**src/rtl/mem_lsu.sv**
```systemverilog
// mem_lsu: load/store unit between the datapath and a data memory port.
//
// A request is checked for range and alignment faults in the cycle it is
// presented. A clean request is forwarded to memory in that cycle and its
// lane information is queued in a small in-order FIFO. Responses come back
// in order. Each response pops the FIFO head, which is used to align and
// extend the load data with no added latency. A fault latches its code and
// the block holds in S_EXC_HOLD until a flush. A flush discards the in-flight
// responses by draining them in S_DRAIN.
//
// Ports:
//   clk, resetn              clock, asynchronous active-low reset
//   req_*                    datapath request (valid/ready handshake)
//   resp_valid_o/rd_data_o   load/store completion back to the datapath
//   dmem_req_o .. mask_o     memory request (combinational, one-cycle pulse)
//   dmem_resp_*              memory response (always accepted)
//   flush_i                  pipeline flush
//   exc_valid_i/exc_code_i   upstream exception
//   exc_valid_o/exc_code_o   exception to the pipeline
module mem_lsu #(
    parameter int          DATA_W          = 64,
    parameter logic [63:0] MEM_BASE        = 64'h0000_0000_0001_0000,
    parameter logic [63:0] MEM_LIMIT       = 64'h0000_0000_0001_BFFF,
    parameter int          MAX_OUTSTANDING = 4
) (
    input  logic                clk,
    input  logic                resetn,
    input  logic                req_valid_i,
    input  logic [DATA_W-1:0]   req_addr_i,
    input  logic [1:0]          req_size_i,
    input  logic                req_wr_i,
    input  logic                req_zero_extnd_i,
    input  logic [DATA_W-1:0]   req_wr_data_i,
    output logic                req_ready_o,
    output logic                resp_valid_o,
    output logic [DATA_W-1:0]   resp_rd_data_o,
    output logic                dmem_req_o,
    input  logic                dmem_ready_i,
    output logic [DATA_W-1:0]   dmem_addr_o,
    output logic                dmem_wr_o,
    output logic [DATA_W-1:0]   dmem_wr_data_o,
    output logic [DATA_W/8-1:0] dmem_mask_o,
    input  logic                dmem_resp_valid_i,
    input  logic [DATA_W-1:0]   dmem_resp_data_i,
    output logic                dmem_resp_ready_o,
    input  logic                flush_i,
    input  logic                exc_valid_i,
    input  logic [4:0]          exc_code_i,
    output logic                exc_valid_o,
    output logic [4:0]          exc_code_o
);

    localparam int BW    = DATA_W / 8;
    localparam int OFF_W = $clog2(BW);
    localparam int IDX_W = (MAX_OUTSTANDING > 1) ? $clog2(MAX_OUTSTANDING) : 1;
    localparam int PTR_W = $clog2(MAX_OUTSTANDING) + 1;
    localparam int ENT_W = OFF_W + 4;

    typedef enum logic [1:0] {
        S_RUN      = 2'd0,
        S_EXC_HOLD = 2'd1,
        S_DRAIN    = 2'd2
    } state_t;

    state_t                 state_r, state_nxt_s;
    logic [PTR_W-1:0]       drain_cnt_r, drain_cnt_nxt_s;
    logic [4:0]             exc_code_r, exc_code_nxt_s;
    logic [PTR_W-1:0]       wr_ptr_r, rd_ptr_r;
    logic [ENT_W-1:0]       fifo_mem_r [MAX_OUTSTANDING];

    logic                   fifo_empty_s, fifo_full_s;
    logic [PTR_W-1:0]       fifo_cnt_s, flush_cnt_s;
    logic                   ready_s, qual_s, oob_s, mis_s, fault_s;
    logic                   push_s, pop_s;
    logic [4:0]             run_code_s;
    logic [ENT_W-1:0]       push_ent_s, head_ent_s;
    logic [DATA_W-1:0]      load_data_s;

    // FIFO slot index; with a single slot only the wrap bit toggles.
    function automatic logic [IDX_W-1:0] idx_f(input logic [PTR_W-1:0] p);
        if (MAX_OUTSTANDING == 1) begin
            idx_f = {IDX_W{1'b0}};
        end else begin
            idx_f = p[IDX_W-1:0];
        end
    endfunction

    function automatic logic misalign_f(input logic [2:0] lo, input logic [1:0] size);
        case (size)
            2'd0:    misalign_f = 1'b0;
            2'd1:    misalign_f = lo[0];
            2'd2:    misalign_f = (lo[1:0] != 2'd0);
            2'd3:    misalign_f = (DATA_W == 32) ? 1'b1 : (lo != 3'd0);
            default: misalign_f = 1'b1;
        endcase
    endfunction

    function automatic logic [BW-1:0] mask_f(input logic [OFF_W-1:0] off, input logic [1:0] size);
        logic [BW-1:0] m;
        case (size)
            2'd0:    m = BW'(4'h1);
            2'd1:    m = BW'(4'h3);
            2'd2:    m = BW'(4'hF);
            2'd3:    m = {BW{1'b1}};
            default: m = {BW{1'b0}};
        endcase
        mask_f = m << off;
    endfunction

    // Store data is replicated across all lanes of its size, so the lane
    // selected by the byte mask always carries it without a shift.
    function automatic logic [DATA_W-1:0] repl_f(input logic [DATA_W-1:0] d, input logic [1:0] size);
        case (size)
            2'd0:    repl_f = {BW{d[7:0]}};
            2'd1:    repl_f = {(BW/2){d[15:0]}};
            2'd2:    repl_f = {(BW/4){d[31:0]}};
            2'd3:    repl_f = d;
            default: repl_f = {DATA_W{1'b0}};
        endcase
    endfunction

    // Extract the sized field at the byte offset and extend it. The field
    // mask avoids zero-width replications when DATA_W is 32.
    function automatic logic [DATA_W-1:0] extract_f(input logic [DATA_W-1:0] d,
                                                    input logic [OFF_W-1:0] off,
                                                    input logic [1:0] size,
                                                    input logic zext);
        logic [DATA_W-1:0] sh, fm;
        logic              sgn;
        sh = d >> {off, 3'b000};
        case (size)
            2'd0: begin fm = DATA_W'(8'hFF);          sgn = sh[7];  end
            2'd1: begin fm = DATA_W'(16'hFFFF);       sgn = sh[15]; end
            2'd2: begin fm = DATA_W'(32'hFFFF_FFFF);  sgn = sh[31]; end
            2'd3: begin fm = {DATA_W{1'b1}};          sgn = 1'b0;   end
            default: begin fm = {DATA_W{1'b0}};       sgn = 1'b0;   end
        endcase
        extract_f = (sh & fm) | ({DATA_W{sgn & ~zext}} & ~fm);
    endfunction

    // FIFO status and request qualification.
    always_comb begin
        fifo_empty_s = (wr_ptr_r == rd_ptr_r);
        fifo_full_s  = (wr_ptr_r[PTR_W-1] != rd_ptr_r[PTR_W-1]) &&
                       (idx_f(wr_ptr_r) == idx_f(rd_ptr_r));
        fifo_cnt_s   = wr_ptr_r - rd_ptr_r;
        ready_s      = resetn & (state_r == S_RUN) & dmem_ready_i & ~fifo_full_s;
        qual_s       = req_valid_i & ready_s & ~flush_i;
        oob_s        = qual_s & ((req_addr_i < DATA_W'(MEM_BASE)) ||
                                 (req_addr_i > DATA_W'(MEM_LIMIT)));
        mis_s        = qual_s & misalign_f(req_addr_i[2:0], req_size_i);
        fault_s      = resetn & (exc_valid_i | oob_s | mis_s);
        push_s       = qual_s & ~fault_s;
        pop_s        = resetn & dmem_resp_valid_i & ~fifo_empty_s;
        flush_cnt_s  = fifo_cnt_s - PTR_W'(pop_s);
        if (exc_valid_i) begin
            run_code_s = exc_code_i;
        end else if (oob_s) begin
            run_code_s = req_wr_i ? 5'd7 : 5'd5;
        end else if (mis_s) begin
            run_code_s = req_wr_i ? 5'd6 : 5'd4;
        end else begin
            run_code_s = 5'd0;
        end
        push_ent_s   = {req_addr_i[OFF_W-1:0], req_size_i, req_zero_extnd_i, req_wr_i};
        head_ent_s   = fifo_mem_r[idx_f(rd_ptr_r)];
        load_data_s  = extract_f(dmem_resp_data_i, head_ent_s[ENT_W-1:4],
                                 head_ent_s[3:2], head_ent_s[1]);
    end

    // Datapath-facing and memory-facing outputs.
    always_comb begin
        req_ready_o       = ready_s;
        dmem_resp_ready_o = 1'b1;
        dmem_req_o        = push_s;
        dmem_addr_o       = push_s ? req_addr_i : {DATA_W{1'b0}};
        dmem_wr_o         = push_s & req_wr_i;
        if (push_s && req_wr_i) begin
            dmem_wr_data_o = repl_f(req_wr_data_i, req_size_i);
            dmem_mask_o    = mask_f(req_addr_i[OFF_W-1:0], req_size_i);
        end else begin
            dmem_wr_data_o = {DATA_W{1'b0}};
            dmem_mask_o    = {BW{1'b0}};
        end
        resp_valid_o = pop_s & (state_r == S_RUN) & ~flush_i;
        if (resp_valid_o && !head_ent_s[0]) begin
            resp_rd_data_o = load_data_s;
        end else begin
            resp_rd_data_o = {DATA_W{1'b0}};
        end
        case (state_r)
            S_RUN: begin
                exc_valid_o = fault_s;
                exc_code_o  = fault_s ? run_code_s : 5'd0;
            end
            S_EXC_HOLD: begin
                exc_valid_o = resetn;
                exc_code_o  = resetn ? exc_code_r : 5'd0;
            end
            default: begin
                exc_valid_o = 1'b0;
                exc_code_o  = 5'd0;
            end
        endcase
    end

    // Next-state, drain counter and latched exception code.
    always_comb begin
        state_nxt_s     = state_r;
        drain_cnt_nxt_s = drain_cnt_r;
        exc_code_nxt_s  = exc_code_r;
        case (state_r)
            S_RUN: begin
                if (flush_i) begin
                    drain_cnt_nxt_s = flush_cnt_s;
                    state_nxt_s     = (flush_cnt_s != {PTR_W{1'b0}}) ? S_DRAIN : S_RUN;
                end else if (fault_s) begin
                    exc_code_nxt_s  = run_code_s;
                    state_nxt_s     = S_EXC_HOLD;
                end else begin
                    state_nxt_s     = S_RUN;
                end
            end
            S_EXC_HOLD: begin
                if (flush_i) begin
                    drain_cnt_nxt_s = flush_cnt_s;
                    state_nxt_s     = (flush_cnt_s != {PTR_W{1'b0}}) ? S_DRAIN : S_RUN;
                end else begin
                    state_nxt_s     = S_EXC_HOLD;
                end
            end
            S_DRAIN: begin
                if (flush_i) begin
                    drain_cnt_nxt_s = flush_cnt_s;
                    state_nxt_s     = (flush_cnt_s != {PTR_W{1'b0}}) ? S_DRAIN : S_RUN;
                end else if (pop_s) begin
                    drain_cnt_nxt_s = drain_cnt_r - PTR_W'(1'b1);
                    state_nxt_s     = (drain_cnt_r <= PTR_W'(1'b1)) ? S_RUN : S_DRAIN;
                end else begin
                    state_nxt_s     = S_DRAIN;
                end
            end
            default: begin
                state_nxt_s     = S_RUN;
                drain_cnt_nxt_s = {PTR_W{1'b0}};
            end
        endcase
    end

    // State, drain counter and exception code registers.
    always_ff @(posedge clk or negedge resetn) begin
        if (!resetn) begin
            state_r     <= S_RUN;
            drain_cnt_r <= {PTR_W{1'b0}};
            exc_code_r  <= 5'd0;
        end else begin
            state_r     <= state_nxt_s;
            drain_cnt_r <= drain_cnt_nxt_s;
            exc_code_r  <= exc_code_nxt_s;
        end
    end

    // Pending-request FIFO storage and pointers.
    always_ff @(posedge clk or negedge resetn) begin
        if (!resetn) begin
            wr_ptr_r <= {PTR_W{1'b0}};
            rd_ptr_r <= {PTR_W{1'b0}};
            for (int i = 0; i < MAX_OUTSTANDING; i++) begin
                fifo_mem_r[i] <= {ENT_W{1'b0}};
            end
        end else begin
            if (push_s) begin
                fifo_mem_r[idx_f(wr_ptr_r)] <= push_ent_s;
                wr_ptr_r                    <= wr_ptr_r + PTR_W'(1'b1);
            end
            if (pop_s) begin
                rd_ptr_r <= rd_ptr_r + PTR_W'(1'b1);
            end
        end
    end

endmodule
```
**config.mk**
```make
export PLATFORM = sky130hd
export DESIGN_NAME = mem_lsu
export DESIGN_NICKNAME = d
export VERILOG_FILES = /design/src/rtl/mem_lsu.sv
export SDC_FILE = /design/constraint.sdc
export NUM_CORES = 1
export LEC_CHECK = 0
export ABC_CLOCK_PERIOD_IN_PS = 8750
export CAP_MARGIN = 30
export CORE_AREA = 3 3 160 162
export CTS_BUF_LIST = sky130_fd_sc_hd__clkbuf_16
export DETAILED_ROUTE_END_ITERATION = 12
export DIE_AREA = 0 0 163 165
export MAX_ROUTING_LAYER = met4
export SYNTH_ARGS = -nofsm -noshare
export SYNTH_HDL_FRONTEND = slang
export SYNTH_SLANG_ARGS = --single-unit
```
**constraint.sdc**
```tcl
create_clock -name clk -period 8.75 [get_ports clk]
set_clock_uncertainty 0.2 [all_clocks]
set_input_delay 1.3125 -clock clk [delete_from_list [all_inputs] [get_ports clk]]
set_output_delay 1.3125 -clock clk [all_outputs]
set_load 0.03 [all_outputs]
```
==> metrics.txt <==
outcome complete, no violations; mapped cell area 0.00658 mm²; Filler cells 2498; H-tree levels 2; CTS buffer count 5; Critical Path RT 7.24 ns; buffers added on ports 370; iteration-0 DRC count of the detailed router 495; Routed Antenna Nets 0; fin crit share 76.6%; area leader, netlist dfrtp_1; layout cells sized above 1 10.1%; Routed WL per cell 20.6 µm; crit-path cells buf_2 > buf_4 > nand2b_1 > a311oi_1 > nand3_1 > and4bb_1 > nand2_1 > buf_4 > a2111oi_0 > clkdlybuf4s50_1; ys flop type dfrtp_1; row cnt 57; Hold WC Path Type reg2reg; Worst Path Class, Setup in2out; DP Wirelength 24900 µm; Worst Tran Pin Value 0.940 ns; Slew Viols, Final 0; Clock transition at path regs 0.06 ns; register area share after synthesis 16.7%; Skew-Pair Late Insertion Delay 0.29 ns; # nets final 1415; Non-Filler Instances 1523; cell count after synthesis 882; setup bufs post-CTS 0; maximum vdd drop 0.0000970 V; Synth-to-Final Area Change 58.7%; drt first pass iters 7; aggregate routed wire length 31400 µm; Die Area 0.0269 mm²; DR vias 7708; largest net degree at the start of global routing 79; Max stage delay on crit path 0.82 ns; Initial Utilization 27.2%; Synth cell types 60; die height 165 µm; crit path DAT 5.19 ns; initial antenna violation count 1; final RePlAce weighted congestion 0.898; crit path max fanout 50; top cell types by occurrence after synthesis nand2_1, mux2i_1, a21oi_1; clk buf depth 2; MaxCap Viol Count 0; top cell type's share of synthesized area 16.7%; # IOs 419; post-cts sizing count 0; most common cell in the netlist nand2_1; # DRC 0; Max Clk Rate 0.149 GHz; Final Worst Setup Slack 2.05 ns; CTS root buf clkbuf_16; setup_tns 0 ns; Slew Limit Headroom 37.3%; Final setup viols 0; Post-Place Cells 1514; RSZ-0062 raised after global routing no; Final Critical Period 6.70 ns; TritonCTS Sinks 44; CP endpoint kind primary output; All-Layer GR Usage 22.4%; #FFs+latches synth 44; Die X 163 µm; Hold Violations, Final 0; Power Dens Cells 93.0 mW/mm²; Mapped Avg Cell Area 7.46 µm²; Via density 5.06; TritonCTS clock tree done; global-route wire length before repair 45600 µm; Post-synth EDFFs 0; Synth Warn # 0; Most Frequent Cell on Critical Path buf_4; CTS Hold Buffers Added 0; Slowest-stage cell, CP and4bb_1; Area contributors post-synth dfrtp_1, mux2i_1, mux2_2, nand2_1, a21oi_1; total global routing overflow 0; CP startpoint kind input port; Core Area 0.0242 mm²; vias in the first global route 7722; Async SR Flop Fraction 100%; Pleak 4.16 nW; DP Worst Slack 2.05 ns
==> final timing paths <==
| kind | depth (start not counted) | slack, ns | from | end |
|---|---|---|---|---|
| worst max-delay path | 10 | 2.05 | resetn | dmem_mask_o[5] |
| worst min register to register | 1 | 0.30 | wr_ptr_r[2] | wr_ptr_r[2] |
| max in group asynchronous | 2 | 7.00 | resetn | fifo_mem_r[20] |
| min in group asynchronous | 2 | 0.92 | resetn | exc_code_r[3] |
| worst min-delay path | 1 | 0.30 | wr_ptr_r[2] | wr_ptr_r[2] |
| worst max register to register | 10 | 4.74 | rd_ptr_r[1] | state_r[1] |
==> state kept, by name (all words and copies together), names as in the netlist <==
register,count
exc_code_r,5
rd_ptr_r,3
state_r,2
drain_cnt_r,3
fifo_mem_r,28
wr_ptr_r,3
==> cell families after synthesis <==
logic type | after synthesis | synth area share (%)
mux | 148 | 24.8
flops | 44 | 16.7
fa+ha+maj | 10 | 2.13
simple gates | 332 | 25.0
xor+xnor | 10 | 1.33
buf+inv | 148 | 12.1
compound gates | 188 | 17.9
other cells | 2 | 0.114
==> metal layers <==
metal	track usage, %	vias up	part of all wire [%]
li1	-	3671	-
met1	25.3	3623	39
met2	38.9	368	50
met3	5.92	46	8.4
met4	7.04	0	3.3
met5	-	-	0
==> cell usage in the layout, fill, tap and decap left out, types with 22 or more instances in the layout <==
cell type	count
nand2_1	137
mux2i_1	94
inv_1	25
dfrtp_1	44
conb_1	48
mux2_2	46
a21oi_1	84
nor2_1	51
o21ai_0	22
nand3_1	41
a31oi_1	23
clkdlybuf4s50_1	367
==> critical path: cells and delay by family <==
kind,cells,cell delay (ns)
buf+inv,4,1.63
compound gates,2,0.78
simple gates,4,1.47
==> through the flow <==
step	util [%]	instance area [µm²]	power (mW)	hold slack [ns]
global placement	42.3	10200	0.761	0.279
detailed placement	42.4	10300	0.768	0.284
finish	43.1	10500	0.972	0.295
CTS	43.1	10400	0.980	0.293
global route	43.1	10500	1.04	0.307
floorplan	-	6760	0.584	0.263
==> power breakdown <==
part	internal (mW)	switching [mW]	leakage [nW]
sequential	0.235	0.0367	0.582
combinational	0.229	0.259	3.49
clock	0.134	0.0782	0.0814
==> layout make-up <==
| cell class | count | area, µm² | share of cell area [%] |
|---|---|---|---|
| Multi-Input combinational cell | 736 | 4860 | 46.5 |
| Inverter | 25 | 93.8 | 0.898 |
| Clock buffer | 5 | 125 | 1.20 |
| Tap cell | 324 | 405 | 3.88 |
| Sequential cell | 44 | 1100 | 10.5 |
| Timing Repair Buffer | 385 | 3820 | 36.6 |
| Clock inverter | 3 | 42.5 | 0.407 |
| Antenna cell | 1 | 2.50 | 0.0239 |
No activity file was read; power rests on OpenSTA's default activity.
